<file path="src/rtl/hazard_pkg.sv">
// Shared definitions for the hazard scoreboard: scoreboard entry layout,
// entry width helpers, bubble counter width and the all-zero bubble entry.
package hazard_pkg;

    // Flag bit positions inside one scoreboard entry
    localparam int E_VALID   = 0;
    localparam int E_RDWR    = 1;
    localparam int E_LOAD    = 2;
    localparam int E_MEMWR   = 3;
    localparam int E_FLAGS_W = 4;
    // Destination register index starts right after the flags; address follows it
    localparam int E_RD      = E_FLAGS_W;

    localparam int DEF_REG_W  = 3;
    localparam int DEF_ADDR_W = 16;
    localparam int BCNT_W     = 3;

    function automatic int entry_w(input int reg_w, input int addr_w);
        return E_FLAGS_W + reg_w + addr_w;
    endfunction

    function automatic int addr_off(input int reg_w);
        return E_RD + reg_w;
    endfunction

    // Entry width for the default register and address widths
    localparam int ENTRY_W = entry_w(DEF_REG_W, DEF_ADDR_W);

    // A bubble carries valid=0 and nothing else
    localparam logic [ENTRY_W-1:0] BUBBLE_ENTRY = '0;

endpackage

</file>
<file path="src/rtl/hazard_entry_pipe.sv">
// DEPTH x WIDTH shift register. Slot 0 is the youngest entry; every cycle each
// slot moves up one place and slot DEPTH-1 drops off. All slots are exposed
// on a flattened bus, slot k at bits [k*WIDTH +: WIDTH].
module hazard_entry_pipe #(
    parameter int DEPTH = 4,
    parameter int WIDTH = 23
) (
    input  logic                   clk,
    input  logic                   rst,
    input  logic [WIDTH-1:0]       entry_i,
    output logic [DEPTH*WIDTH-1:0] entries_o
);

    logic [DEPTH*WIDTH-1:0] pipe_q;
    logic [DEPTH*WIDTH-1:0] pipe_d;

    // Next state: new entry into slot 0, every older slot moves up by one
    always_comb begin
        pipe_d = pipe_q;
        pipe_d[0 +: WIDTH] = entry_i;
        for (int k = 1; k < DEPTH; k++) begin
            pipe_d[k*WIDTH +: WIDTH] = pipe_q[(k-1)*WIDTH +: WIDTH];
        end
    end

    // State register; reset empties every slot (all-zero means valid=0)
    always_ff @(posedge clk) begin
        if (!rst) begin
            pipe_q <= '0;
        end else begin
            pipe_q <= pipe_d;
        end
    end

    assign entries_o = pipe_q;

endmodule

</file>
<file path="src/rtl/hazard_scoreboard.sv">
// Hazard scoreboard between fetch and decode. Tracks in-flight destination
// registers and store addresses, flags RAW register hazards and memory
// hazards against the issuing instruction, and inserts BR_BUBBLES bubbles
// after an accepted jump/branch.
// Optional macro HAZ_FWD_EN: with full forwarding present only a load-use
// match on entry 0 raises haz_reg; the memory check is unchanged.
module hazard_scoreboard
    import hazard_pkg::*;
#(
    parameter int NUM_REGS   = 8,
    parameter int REG_W      = 3,
    parameter int DEPTH      = 4,
    parameter int ADDR_W     = 16,
    parameter int BR_BUBBLES = 1
) (
    input  logic              clk,
    input  logic              rst,
    input  logic              instr_valid,
    input  logic [REG_W-1:0]  rs_idx,
    input  logic              rs_used,
    input  logic [REG_W-1:0]  rt_idx,
    input  logic              rt_used,
    input  logic [REG_W-1:0]  rd_idx,
    input  logic              rd_wr,
    input  logic              is_load,
    input  logic              mem_rd,
    input  logic              mem_wr,
    input  logic [ADDR_W-1:0] mem_addr,
    input  logic              is_ctrl,
    output logic              nop,
    output logic              pc_stall,
    output logic              haz_reg,
    output logic              haz_mem
);

    localparam int EW       = entry_w(REG_W, ADDR_W);
    localparam int ADDR_OFF = addr_off(REG_W);
    localparam logic [BCNT_W-1:0] BR_LOAD = BCNT_W'(BR_BUBBLES);

    if (REG_W != $clog2(NUM_REGS)) begin : g_bad_reg_w
        $error("hazard_scoreboard: REG_W must equal clog2(NUM_REGS)");
    end
    if (DEPTH < 1 || DEPTH > 8) begin : g_bad_depth
        $error("hazard_scoreboard: DEPTH must be 1..8");
    end
    if (BR_BUBBLES < 0 || BR_BUBBLES > 7) begin : g_bad_bubbles
        $error("hazard_scoreboard: BR_BUBBLES must be 0..7");
    end

    logic [EW-1:0]       entry_d;
    logic [DEPTH*EW-1:0] entries_w;
    logic [DEPTH-1:0]    ent_valid;
    logic [DEPTH-1:0]    ent_rdwr;
    logic [DEPTH-1:0]    ent_load;
    logic [DEPTH-1:0]    ent_memwr;
    logic [REG_W-1:0]    ent_rd   [DEPTH];
    logic [ADDR_W-1:0]   ent_addr [DEPTH];

    logic [BCNT_W-1:0]   bcnt_q;
    logic [BCNT_W-1:0]   bcnt_d;
    logic                bubble_act;
    logic                accept;

    assign bubble_act = (bcnt_q != '0);
    assign accept     = instr_valid & ~haz_reg & ~haz_mem & ~bubble_act;

    // Entry written into slot 0: the instruction when accepted, else a bubble
    always_comb begin
        entry_d = EW'(BUBBLE_ENTRY);
        if (accept) begin
            entry_d[E_VALID]            = 1'b1;
            entry_d[E_RDWR]             = rd_wr;
            entry_d[E_LOAD]             = is_load;
            entry_d[E_MEMWR]            = mem_wr;
            entry_d[E_RD +: REG_W]      = rd_idx;
            entry_d[ADDR_OFF +: ADDR_W] = mem_addr;
        end
    end

    hazard_entry_pipe #(
        .DEPTH (DEPTH),
        .WIDTH (EW)
    ) u_pipe (
        .clk       (clk),
        .rst       (rst),
        .entry_i   (entry_d),
        .entries_o (entries_w)
    );

    // Split the flattened scoreboard into per-field views
    always_comb begin
        for (int k = 0; k < DEPTH; k++) begin
            ent_valid[k] = entries_w[k*EW + E_VALID];
            ent_rdwr[k]  = entries_w[k*EW + E_RDWR];
            ent_load[k]  = entries_w[k*EW + E_LOAD];
            ent_memwr[k] = entries_w[k*EW + E_MEMWR];
            ent_rd[k]    = entries_w[k*EW + E_RD +: REG_W];
            ent_addr[k]  = entries_w[k*EW + ADDR_OFF +: ADDR_W];
        end
    end

`ifndef HAZ_FWD_EN
    // Without forwarding the load flag plays no part in register hazards
    logic unused_load;
    assign unused_load = ^ent_load;
`endif

    // Register and memory hazard comparators against every tracked entry
    always_comb begin
        haz_reg = 1'b0;
        haz_mem = 1'b0;
        for (int k = 0; k < DEPTH; k++) begin
            if (ent_valid[k] && ent_rdwr[k] &&
                ((rs_used && ent_rd[k] == rs_idx) || (rt_used && ent_rd[k] == rt_idx))) begin
`ifdef HAZ_FWD_EN
                // Everything except load-use on the youngest entry is forwarded
                if (k == 0 && ent_load[k]) begin
                    haz_reg = 1'b1;
                end
`else
                haz_reg = 1'b1;
`endif
            end
            if (ent_valid[k] && ent_memwr[k] && ent_addr[k] == mem_addr) begin
                haz_mem = 1'b1;
            end
        end
        haz_reg = haz_reg & instr_valid;
        haz_mem = haz_mem & instr_valid & (mem_rd | mem_wr);
    end

    // Bubble counter next state: reload on accepted control transfer, else count down
    always_comb begin
        bcnt_d = bcnt_q;
        if (accept && is_ctrl) begin
            bcnt_d = BR_LOAD;
        end else if (bubble_act) begin
            bcnt_d = bcnt_q - 1'b1;
        end
    end

    // Bubble counter register
    always_ff @(posedge clk) begin
        if (!rst) begin
            bcnt_q <= '0;
        end else begin
            bcnt_q <= bcnt_d;
        end
    end

    // An active bubble kills the fetch without holding the PC
    assign nop      = haz_reg | haz_mem | bubble_act;
    assign pc_stall = (haz_reg | haz_mem) & ~bubble_act;

endmodule

</file>
<file path="config.mk">
export PLATFORM = sky130hd
export DESIGN_NAME = hazard_scoreboard
export DESIGN_NICKNAME = d
export VERILOG_FILES = /design/src/rtl/hazard_pkg.sv /design/src/rtl/hazard_entry_pipe.sv /design/src/rtl/hazard_scoreboard.sv
export SDC_FILE = /design/constraint.sdc
export NUM_CORES = 1
export LEC_CHECK = 0
export ABC_AREA = 1
export BUFFER_PORTS_ARGS = -buffer_cell sky130_fd_sc_hd__buf_2
export CORE_UTILIZATION = 51
export CTS_CLUSTER_SIZE = 8
export DETAILED_ROUTE_END_ITERATION = 10
export PLACE_DENSITY = 0.76
export SLEW_MARGIN = 15
export SYNTH_ARGS = -nofsm -noshare
export SYNTH_HDL_FRONTEND = slang
export SYNTH_SLANG_ARGS = --single-unit
export TNS_END_PERCENT = 50
</file>
<file path="constraint.sdc">
create_clock -name clk -period 2 [get_ports clk]
set_clock_uncertainty 0.2 [all_clocks]
set_input_delay 0.1 -clock clk [delete_from_list [all_inputs] [get_ports clk]]
set_output_delay 0.1 -clock clk [all_outputs]
set_load 0.02 [all_outputs]
</file>
Word level (Yosys, flattened, before mapping):

Index checks and enable logic that the tools add are counted.

* memory bits (read-only): 0
* output and inout port bits: 4
* memories kept: 0
* logic and storage cells: 75
* bits in registers: 95
* memory bits (writable): 0
* latch bits: 0
* input bits: 35

* eq/ne operators: 12
* add/subtract/negate cells: 1
* reductions and logical operators: 33
* bitwise logic cells: 14
* muxes and demuxes: 11
* $lt $le $gt $ge: 0
* div/mod/pow operators: 0
* multipliers: 0
* shifts and indexed selects: 0

Operator list (count)
* == test 16 bit: 4
* logical AND 1 bit: 25
* == test 3 bit: 8
* two-way mux 1 bit: 11
* bitwise AND 1 bit: 7
* logical OR 1 bit: 4
* inverter 1 bit: 4
* OR 1 bit: 3
* nonzero test 3 bit: 1
* subtractor 3 x 1 -> 3 bit (second input constant): 1
* AND reduction 2 bit: 1
* nonzero test 2 bit: 1
* OR reduction 2 bit: 1

Logic depth before layout (Yosys ltp):

Gate-level depths: netlist (run 1).

* depth in word-level cells: 15
* depth in mapped cells: 13
* mapped depth without buffers: 12

Cells and area by module:

From an unflattened synthesis (run 1), not the netlist that was laid out.

* cell total of the unflattened synthesis: 791
* area total of the unflattened synthesis: 4987.3 µm²

Modules (own cells, without submodules)
* hazard_entry_pipe: sequential area each 1841.8 µm², instances 1, cells an instance 286, area each 2635.0 µm²
* hazard_scoreboard: sequential area each 60.1 µm², instances 1, cells an instance 505, area each 2352.3 µm²

Least setup slack after synthesis (run 1):

Ideal clock, no wire load.

* kind: register to register
* from: register bcnt_q[0]
* to: register u_pipe.pipe_q[7], in the netlist u_pipe.entries_o[7]
* stages on the path, launching flop included: 10
* slack: 0.313 ns
* path buffers: 1
* data arrival time: 1.425 ns
* data required time: 1.738 ns
* clock period less this slack: 1.687 ns
* setup time: 0.062 ns
* cells stage by stage: dfxtp_1 > inv_1 > ha_1 > inv_1 > nor2_1 > nand2_1 > nor3_2 > nand3_2 > buf_6 > nor2_2

* longest elaborated chain between the ends: 4

RTL lines
* from (decl): RTL line hazard_scoreboard.sv:59 `logic [BCNT_W-1:0] bcnt_q;`
* from (signal assigned): RTL line hazard_scoreboard.sv:147 `bcnt_q <= bcnt_d;`
* nonzero test 3 bit: RTL line hazard_scoreboard.sv:64 `assign bubble_act = (bcnt_q != '0);`
* inverter 1 bit: RTL line hazard_scoreboard.sv:65 `assign accept = instr_valid & ~haz_reg & ~haz_mem & ~bubble_act;`
* bitwise AND 1 bit: RTL line hazard_scoreboard.sv:65
* AND reduction 2 bit (no source line)
* to (signal assigned): RTL line hazard_entry_pipe.sv:31 `pipe_q <= pipe_d;`
* to (decl): RTL line hazard_entry_pipe.sv:14 `logic [DEPTH*WIDTH-1:0] pipe_q;`

No other way between the ends.
A chain may end at the register's enable or synchronous reset.

Worst setup path in the final report (run 1):

* from: register u_pipe.pipe_q[81], in the netlist u_pipe.entries_o[81]
* to: output port pc_stall

* longest elaborated chain between the ends: 7

RTL lines
* == test 16 bit: RTL line hazard_scoreboard.sv:124 `if (ent_valid[k] && ent_memwr[k] && ent_addr[k] == mem_addr) begin`
* logical AND 1 bit: RTL line hazard_scoreboard.sv:124
* two-way mux 1 bit: RTL line hazard_scoreboard.sv:124
* bitwise AND 1 bit (2 in series): RTL line hazard_scoreboard.sv:129 `haz_mem = haz_mem & instr_valid & (mem_rd | mem_wr);`
* OR 1 bit: RTL line hazard_scoreboard.sv:153 `assign pc_stall = (haz_reg | haz_mem) & ~bubble_act;`
* bitwise AND 1 bit: RTL line hazard_scoreboard.sv:153
* to (decl): RTL line hazard_scoreboard.sv:31 `output logic pc_stall,`

No other way between the ends.

==> results.py, run 1 <==
metrics = {
    "place": {
        "dpl.cell_count": 885,
        "place_area_um2": 5000,
        "gp_congestion": 0.943,
        "numPortBuffers": 37,
        "hpwl_mm": 9.69,
    },
    "setup_path": {
        "r2r_setup_slack_ns": 0.08,
        "worstPathMaxFanout": 3,
        "ff2ff_path_depth": 12,
        "slowest_delay_ns": 0.32,
        "cp_data_arrival_time_ns": 1.88,
        "timing.critical_path.buf_inv": 1,
        "required_ns": 1.70,
        "start_kind": "register",
        "path_delay_family": "simple AND/OR/NAND/NOR gates",
        "critPathKind": "register to primary output",
        "cpMostUsedCell": "nand2_1",
        "path_cells": "nand2_1 -> nand2_1 -> nor2_1 -> nand2_1 -> nor2_1 -> nand3_1 -> nand2_2 -> o21ai_4 -> and2_4 -> nor2_4 -> buf_6",
        "end_kind": "primary output",
        "cp_slowest_cell": "dfxtp_1",
        "cp_num_cells": 11,
    },
    "cells_and_area": {
        "final_cells": 927,
        "register_area_um2": 1890,
        "fill_cells": 797,
        "drive_gt1_frac": 0.260,
        "syn_to_final_growth_pct": 23.8,
        "post-route-util": 0.658,
        "fin_nets": 851,
        "postLayoutCellArea_um2": 5770,
        "multi_input_area_um2": 2410,
        "num_antenna_cells": 0,
    },
    "route": {
        "avgRoutedWirePerCell_um": 13.8,
        "drt_pass1_iterations": 5,
        "vias": 4516,
        "drt_first_iter_violations": 286,
        "drc": 0,
        "vias_per_cell": 4.87,
        "ant_nets": 0,
        "drt_wl_total_mm": 12.8,
    },
    "timing": {
        "worstMarginPinSlew_ns": 0.286,
        "drv_slew": 0,
        "clock.fmax_mhz": 459,
        "setup_viol": 3,
        "rsz0062_at_grt": "yes",
        "finalWorstSetupSlack_ns": -0.176,
        "setup_tns_ns": -0.439,
        "slew_headroom": 0.808,
        "period_share": 1.09,
        "hold_viol_final": 0,
        "finalCriticalPeriod_ns": 2.18,
    },
    "synthesis": {
        "synth_edf_count": 0,
        "netlist_instances": 745,
        "synth_ff_type": "dfxtp_1",
        "yosys.area.top_type": "dfxtp_1",
        "yosysWarnings": 0,
        "synth_nets": 782,
        "synth_most_common_cell": "nand2_1",
        "synth.ff_latch_count": 91,
        "yosys.area.top_type_share": 0.391,
        "synth.avg_cell_area_um2": 6.26,
        "ys_async_sr_fraction": 0,
        "seq_area_frac_synth": 0.391,
        "synth.distinct_cells": 29,
        "synth_area_um2": 4660,
        "yosys-top-cells-area": "dfxtp_1 39%, nand2_1 21%, inv_1 12%, nor2_1 5.8%, xnor2_1 3.0%",
        "ys_top_cells_by_count": "263 x nand2_1, 150 x inv_1, 91 x dfxtp_1",
    },
    "floorplan": {
        "fp-row-count": 34,
        "io_pins": 39,
        "die_y_um": 97.6,
        "die_w_um": 97.6,
        "start_util": 0.532,
        "core-area_um2": 8760,
        "dieArea_um2": 9520,
    },
    "grt": {
        "overflow": 0,
        "grt_pass1_vias": 4292,
        "grtUsageMet1": 0.345,
        "globalRoute.busiestLayer": "met2",
        "use_met2": 0.482,
        "grt_max_degree": 67,
        "grt_first_pass_wirelength_mm": 20.6,
        "antenna_found_initial": 0,
        "track_usage": 0.278,
        "grtUsageMet3": 0.0432,
    },
    "hold_path": {
        "hp-class": "input port to register",
        "holdPathStages": 6,
    },
    "clock_network": {
        "cts_root_buf": "clkbuf_8",
        "clk_pin_slew_ns": 0.09,
        "cts_buffers": 9,
        "clock_sinks": 91,
        "htree_levels": 3,
        "cts_buffer_depth": 2,
        "clk_latency_ns": 0.37,
        "cts_tree": "yes",
    },
    "pwr": {
        "power_density_nw_per_um2": 733,
        "power.leakage_nw": 3.08,
        "peakVddDrop_mv": 0.380,
    },
    "flow_run": {
        "cap_viol_max_count": 0,
    },
    "outcome": {
        "violations": "setup timing",
        "status": "finished, violations left",
    },
}
-- area by class of cell --
type | count | area share
multi-input cells | 475 | 0.417
repair buffers | 70 | 0.0924
flip-flops and latches | 91 | 0.327
clock inverters | 6 | 0.00802
well taps | 108 | 0.0234
inverters | 167 | 0.109
clock buffers | 10 | 0.0239
-- registers in the layout (all words and copies together) (netlist names) --
signal	count
u_pipe.entries_o	88
bcnt_q	3
-- kinds of logic after synthesis --
group,Yosys count,synth area share
simple gates,424,0.384
buf+inv,179,0.148
flops,91,0.391
compound gates,29,0.0341
xor+xnor,20,0.0376
fa+ha+maj,2,0.00537
-- placed cells by master (no fill, tap or decap), types with 2 or more instances in the layout --
cell,Yosys,layout
dfxtp_4,0,3
xnor2_2,0,4
nand2_4,0,2
inv_1,150,145
o21ai_0,17,13
buf_4,0,8
o21ai_1,2,4
o21ai_2,1,2
clkbuf_8,0,10
nand3b_1,3,3
nand3_1,27,23
dfxtp_1,91,46
nor3_2,1,3
and2_4,0,2
nor4_1,7,2
nand3_2,2,6
inv_2,17,22
buf_2,2,34
nor2_4,0,2
inv_6,0,2
nor2_2,19,30
a21oi_1,6,5
nand2_2,0,24
nor2_1,72,59
nand2_1,263,237
or2_1,7,7
ha_1,2,2
nand4_1,13,13
nor4_2,0,5
clkinvlp_4,0,2
dlygate4sd3_1,0,24
xor2_1,4,4
xnor2_1,16,11
nor3_1,6,4
buf_12,0,2
dfxtp_2,0,42
o2111ai_1,2,2
buf_6,2,2
-- metal layers --
metal | vias to the layer above | share of wire
li1 | 2328 | -
met1 | 2030 | 0.43
met2 | 132 | 0.49
met3 | 26 | 0.050
met4 | 0 | 0.027
met5 | - | 0
-- worst min-delay path, delay by kind of cell --
| kind | cells | cell delay (ns) |
|---|---|---|
| AO/OA/AOI/OAI | 3 | 0.24 |
| buffers and inverters | 2 | 0.22 |
| AND/OR/NAND/NOR | 1 | 0.09 |
-- power by group --
group | leakage [nW] | total [W] | switching, W | internal, W
clock network | 0.0893 | 0.00116 | 0.000668 | 0.000494
logic | 2.23 | 0.00100 | 0.000607 | 0.000393
registers | 0.760 | 0.00207 | 0.000112 | 0.00195
total | 3.08 | 0.00423 | 0.00139 | 0.00284
-- timing repair --
| action | 4_1_cts | 5_1_grt |
|---|---|---|
| setup buffers | 0 | 3 |
| setup endpoints to repair | 4 | 4 |
| pin swaps | 6 | 29 |
| hold endpoints to repair | 24 | 0 |
| hold buffers | 24 | 0 |
| resized for setup | 51 | 78 |
-- final timing paths --
path                              from                   end
setup / recovery  u_pipe.entries_o[81]              pc_stall
hold / removal                  mem_rd             bcnt_q[0]
setup reg to reg  u_pipe.entries_o[81]  u_pipe.entries_o[15]
hold reg to reg   u_pipe.entries_o[47]  u_pipe.entries_o[70]
-- per-stage QoR --
stage | setup slack (ns) | total power, W | hold slack, ns
final | -0.176 | 0.00423 | 0.112
after detailed placement | 0.152 | 0.00295 | 0.130
after global placement | 0.167 | 0.00290 | 0.120
after floorplan | 0.313 | 0.00264 | 0.0265
after CTS | -0.150 | 0.00416 | 0.0925
after global routing | -0.253 | 0.00446 | 0.150
No activity file was read; power rests on OpenSTA's default activity.
==> run 2: changes to the inputs <==
--- a/config.mk
+++ b/config.mk
@@ -7,6 +7,7 @@
 export LEC_CHECK = 0
 export ABC_AREA = 1
 export BUFFER_PORTS_ARGS = -buffer_cell sky130_fd_sc_hd__buf_2
+export CORE_ASPECT_RATIO = 0.8
 export CORE_UTILIZATION = 51
 export CTS_CLUSTER_SIZE = 8
 export DETAILED_ROUTE_END_ITERATION = 10
==> run 2 against run 1 <==
The flow still finishes with violations (setup timing). Wire length increased by 4.3%. Largest cell class unchanged. First-iteration DRC count increased by 13%. Critical path type unchanged. Flip-flop and latch count unchanged. Sequential share of layout area decreased by 1.2 points.
==> results.py, run 2 (same netlist as run 1, synthesis figures left out) <==
metrics = {
    "clock_network": {
        "cts_root_buf": "clkbuf_16",
        "cts_tree": "yes",
        "cts_buffer_depth": 2,
        "clk_pin_slew_ns": 0.06,
        "clk_latency_ns": 0.34,
        "htree_levels": 3,
        "clock_sinks": 91,
        "cts_buffers": 9,
    },
    "cells_and_area": {
        "postLayoutCellArea_um2": 5990,
        "multi_input_area_um2": 2440,
        "final_cell_mix": "232 x nand2_1, 145 x inv_1, 61 x nor2_1",
        "largest_reg_flops": 88,
        "final_common_cell": "nand2_1",
        "register_area_um2": 1880,
        "fill_cells": 722,
        "num_antenna_cells": 0,
        "syn_to_final_growth_pct": 28.6,
        "drive_gt1_frac": 0.271,
        "fin_nets": 858,
        "post-route-util": 0.691,
    },
    "grt": {
        "grt_pass1_vias": 4318,
        "overflow": 0,
        "grt_max_degree": 39,
        "grt_first_pass_wirelength_mm": 20.5,
        "antenna_found_initial": 0,
        "track_usage": 0.290,
    },
    "route": {
        "avgRoutedWirePerCell_um": 14.2,
        "drc": 0,
        "drt_wl_total_mm": 13.4,
        "vias": 4637,
        "vias_per_cell": 4.94,
        "drt_pass1_iterations": 5,
        "ant_nets": 0,
        "drt_first_iter_violations": 324,
    },
    "timing": {
        "worstMarginPinSlew_ns": 0.383,
        "finalWorstSetupSlack_ns": -0.169,
        "drv_slew": 0,
        "slew_headroom": 0.742,
        "finalCriticalPeriod_ns": 2.17,
        "clock.fmax_mhz": 461,
        "period_share": 1.08,
        "hold_slack_ns": 0.0804,
        "setup_viol": 3,
        "hold_viol_final": 0,
        "rsz0062_at_grt": "yes",
    },
    "hold_path": {
        "holdPathStages": 5,
        "hp-class": "input port to register",
        "worstHoldStart": "instr_valid",
        "worstHoldEndpoint": "bcnt_q[0]",
    },
    "place": {
        "place_area_um2": 5020,
        "hpwl_mm": 9.82,
        "gp_congestion": 0.960,
        "dp_slack_ns": 0.102,
        "numPortBuffers": 37,
    },
    "flow_run": {
        "cap_viol_max_count": 0,
    },
    "floorplan": {
        "fp-row-count": 30,
        "io_pins": 39,
        "start_util": 0.538,
        "dieArea_um2": 9530,
        "die_y_um": 87.5,
        "core-area_um2": 8670,
        "die_w_um": 109,
    },
    "outcome": {
        "violations": "setup timing",
        "status": "finished, violations left",
    },
    "setup_path": {
        "cp_data_arrival_time_ns": 1.87,
        "worstPathMaxFanout": 2,
        "worst_r2r_endpoint": "u_pipe.entries_o[7]",
        "r2r_setup_slack_ns": 0.05,
        "rr_startpoint": "u_pipe.entries_o[32]",
        "critPathKind": "register to primary output",
        "ff2ff_path_depth": 11,
        "start_kind": "register",
        "required_ns": 1.70,
        "end_kind": "primary output",
    },
    "pwr": {
        "power.leakage_nw": 3.18,
        "power_density_nw_per_um2": 813,
        "total_power_w": 0.00487,
        "peakVddDrop_mv": 0.677,
    },
}
run 2: changes by cell type in the layout (fill, tap and decap cells not counted), sizes merged:
cell | previous run | this run
buf | 46 | 54
clkbuf | 10 | 11
dlygate4sd3 | 24 | 23
inv | 169 | 168
clkinvlp | 2 | 0
bufinv | 0 | 1
clkinv | 2 | 3
run 2: what timing repair did:
action                     CTS  global route
setup endpoints to repair    3            22
pin swaps                   16            30
setup buffers                3             6
resized for setup           70            69
hold buffers                23             0
hold endpoints to repair    26             0
run 2: stage by stage:
step / instances / setup TNS [ns]
after floorplan: 745 / 0
after global placement: 891 / 0
after detailed placement: 891 / 0
after CTS: 932 / -0.289
after global routing: 938 / -0.718
final: 938 / -0.468
run 2: how the worst max path moves through the flow:
stage	startpoint	to	slack [ns]	cells past startpoint
floorplan	bcnt_q[0]	u_pipe.entries_o[7]	0.31	9
global placement	u_pipe.entries_o[37]	haz_mem	0.12	9
detailed placement	u_pipe.entries_o[32]	pc_stall	0.10	9
CTS	u_pipe.entries_o[35]	pc_stall	-0.10	12
global route	u_pipe.entries_o[32]	haz_mem	-0.24	7
finish	u_pipe.entries_o[32]	pc_stall	-0.17	10
run 2: cell type report:
class / count / area share
Clock buffer: 11 / 0.0405
Tap cell: 112 / 0.0234
Clock inverter: 5 / 0.0102
Inverter: 167 / 0.105
Multi-Input combinational cell: 475 / 0.407
Timing Repair Buffer: 77 / 0.0996
Sequential cell: 91 / 0.314
run 2: metal layers:
metal  global-route usage  wire (µm)
met1                0.392       6220
met2                0.454       6040
met3               0.0726        930
met4               0.0909        170
met5                    0          0
run 2: power by group:
group,internal (W),switching (W),total [W]
registers,0.00196,0.000111,0.00207
clock network,0.00101,0.000718,0.00173
logic,0.000429,0.000646,0.00107
total,0.00340,0.00147,0.00487
run 2: critical path, cell delays in order, from the launching register on:
cell and delay [ns]:
dfxtp_2 0.33, xnor2_2 0.24, buf_4 0.18, nand3_4 0.07
nor2_4 0.12, nand3_2 0.08, nand2_2 0.08, o21ai_2 0.07
and2_4 0.16, nor2_4 0.09, buf_6 0.12
==> run 3: changes to the inputs <==
==> constraint.sdc (replaced) <==
create_clock -name clk -period 2.2 [get_ports clk]
set_clock_uncertainty 0.2 [all_clocks]
set_input_delay 0.11 -clock clk [delete_from_list [all_inputs] [get_ports clk]]
set_output_delay 0.11 -clock clk [all_outputs]
set_load 0.02 [all_outputs]
==> run 3 against run 2 <==
The run still ends with setup timing left. Die area stayed put. Combinational power is 19% lower. Flip-flop and latch count stayed put. Critical endpoint unchanged. Sequential share of layout area is 0.98 points higher. Sequential power is 9.7% lower. Cell count is 0.96% lower. Wire length is 1.9% lower. Utilization is 3.5 points lower. Register-to-register slack better by 0.16 ns. Clock power is 9% lower.
==> results.py, run 3 (same netlist as run 1, synthesis figures left out) <==
metrics = {
    "clock_network": {
        "htree_levels": 3,
        "cts_buffers": 9,
        "cts_root_buf": "clkbuf_16",
        "clock_sinks": 91,
        "clk_latency_ns": 0.34,
        "cts_tree": "yes",
        "clk_pin_slew_ns": 0.06,
        "cts_buffer_depth": 2,
    },
    "flow_run": {
        "cap_viol_max_count": 0,
    },
    "floorplan": {
        "die_w_um": 109,
        "dieArea_um2": 9530,
        "start_util": 0.538,
        "io_pins": 39,
        "core-area_um2": 8670,
        "die_y_um": 87.5,
        "fp-row-count": 30,
    },
    "grt": {
        "overflow": 0,
        "track_usage": 0.287,
        "grt_first_pass_wirelength_mm": 20.3,
        "grt_pass1_vias": 4200,
        "grt_max_degree": 39,
        "antenna_found_initial": 0,
    },
    "pwr": {
        "power.leakage_nw": 3.09,
        "p_clk_frac": 0.365,
        "power_frac_seq": 0.434,
        "internal_power_w": 0.00302,
        "switchingPower_w": 0.00128,
        "p_comb_frac": 0.201,
        "swShare": 0.298,
        "peakVddDrop_mv": 0.627,
        "power_density_nw_per_um2": 756,
        "total_power_w": 0.00430,
    },
    "cells_and_area": {
        "drive_gt1_frac": 0.184,
        "largest_reg_flops": 88,
        "fin_nets": 849,
        "postLayoutCellArea_um2": 5690,
        "post-route-util": 0.656,
        "fill_cells": 817,
        "multi_input_area_um2": 2270,
        "register_area_um2": 1850,
        "final_cells": 929,
        "final_cell_mix": "251 x nand2_1, 150 x inv_1, 74 x dfxtp_1",
        "final_common_cell": "nand2_1",
        "syn_to_final_growth_pct": 22.1,
        "num_antenna_cells": 0,
    },
    "timing": {
        "clock.fmax_mhz": 454,
        "worstMarginPinSlew_ns": 0.610,
        "rsz0062_at_grt": "yes",
        "slew_headroom": 0.594,
        "finalWorstSetupSlack_ns": -0.00419,
        "setup_viol": 1,
        "period_share": 1.00,
        "finalCriticalPeriod_ns": 2.20,
        "drv_slew": 0,
        "hold_viol_final": 0,
    },
    "route": {
        "ant_nets": 0,
        "routed.top_layer": "met4",
        "wl_met3_mm": 1.19,
        "drc": 0,
        "avgRoutedWirePerCell_um": 14.1,
        "drt_wl_total_mm": 13.1,
        "drt-met1-wl_mm": 6.10,
        "wl_met2_mm": 5.65,
        "drt_first_iter_violations": 560,
        "vias_per_cell": 4.94,
        "drt_pass1_iterations": 5,
        "vias": 4591,
    },
    "place": {
        "numPortBuffers": 37,
        "dpl.cell_count": 888,
        "gp_congestion": 0.946,
        "place_area_um2": 4990,
        "hpwl_mm": 9.70,
    },
    "setup_path": {
        "start_kind": "register",
        "worstPathMaxFanout": 3,
        "end_kind": "primary output",
        "cp_data_arrival_time_ns": 1.89,
        "required_ns": 1.89,
        "critPathKind": "register to primary output",
    },
    "outcome": {
        "violations": "setup timing",
        "status": "finished, violations left",
    },
    "hold_path": {
        "hp-class": "input port to register",
    },
}
-- run 3: layout make-up --
type / count / share of cell area
clock buffer: 11 / 0.0426
multi-input combinational: 475 / 0.399
timing repair buffer: 68 / 0.0890
sequential: 91 / 0.324
clock inverter: 5 / 0.0108
tap: 112 / 0.0246
inverter: 167 / 0.110
-- run 3: critical path, cell delays in order (launching register included) --
cell and delay, ns:
dfxtp_2 0.33, nand2_1 0.13, nand2_1 0.09, nor2_1 0.14
nand2_1 0.11, nor2_4 0.13, nand3_2 0.08, nand2_1 0.08
o21ai_2 0.09, and2_4 0.15, nor2_1 0.08, buf_4 0.14
-- run 3: final timing paths --
kind,cells after the start,endpoint,slack (ns),start
worst max-delay path,11,pc_stall,-0.004,u_pipe.entries_o[31]
worst min-delay path,5,bcnt_q[0],0.05,instr_valid
worst max register to register,12,u_pipe.entries_o[15],0.21,u_pipe.entries_o[31]
worst min register to register,2,u_pipe.entries_o[58],0.23,u_pipe.entries_o[35]
-- run 3: repair_timing --
action | in CTS | in global routing
hold buffers | 22 | 0
endpoints found under the setup margin | 3 | 3
setup buffers | 0 | 3
resized for setup | 10 | 47
hold endpoints to repair | 24 | 0
pin swaps | 0 | 17
-- run 3: routing by layer --
metal	track usage	up-vias
met3	0.0740	16
met2	0.433	170
met5	0	-
met1	0.405	2085
li1	-	2320
met4	0.0737	0
-- run 3: stage by stage --
stage / hold slack, ns / setup WS (ns) / TNS (ns)
3_5_place_dp: 0.137 / 0.308 / 0
3_3_place_gp: 0.131 / 0.314 / 0
4_1_cts: 0.0415 / 0.00189 / 0
6_report: 0.0468 / -0.00419 / -0.00419
2_1_floorplan: 0.0365 / 0.513 / 0
5_1_grt: 0.0944 / -0.103 / -0.228
-- run 3: power groups by stage --
stage | clock network (W) | registers [W] | logic (W)
CTS | 0.00159 | 0.00186 | 0.000826
floorplan | 0 | 0.00187 | 0.000528
finish | 0.00157 | 0.00187 | 0.000864
detailed placement | 0 | 0.00190 | 0.000782
global placement | 0 | 0.00189 | 0.000751
global route | 0.00165 | 0.00188 | 0.000959
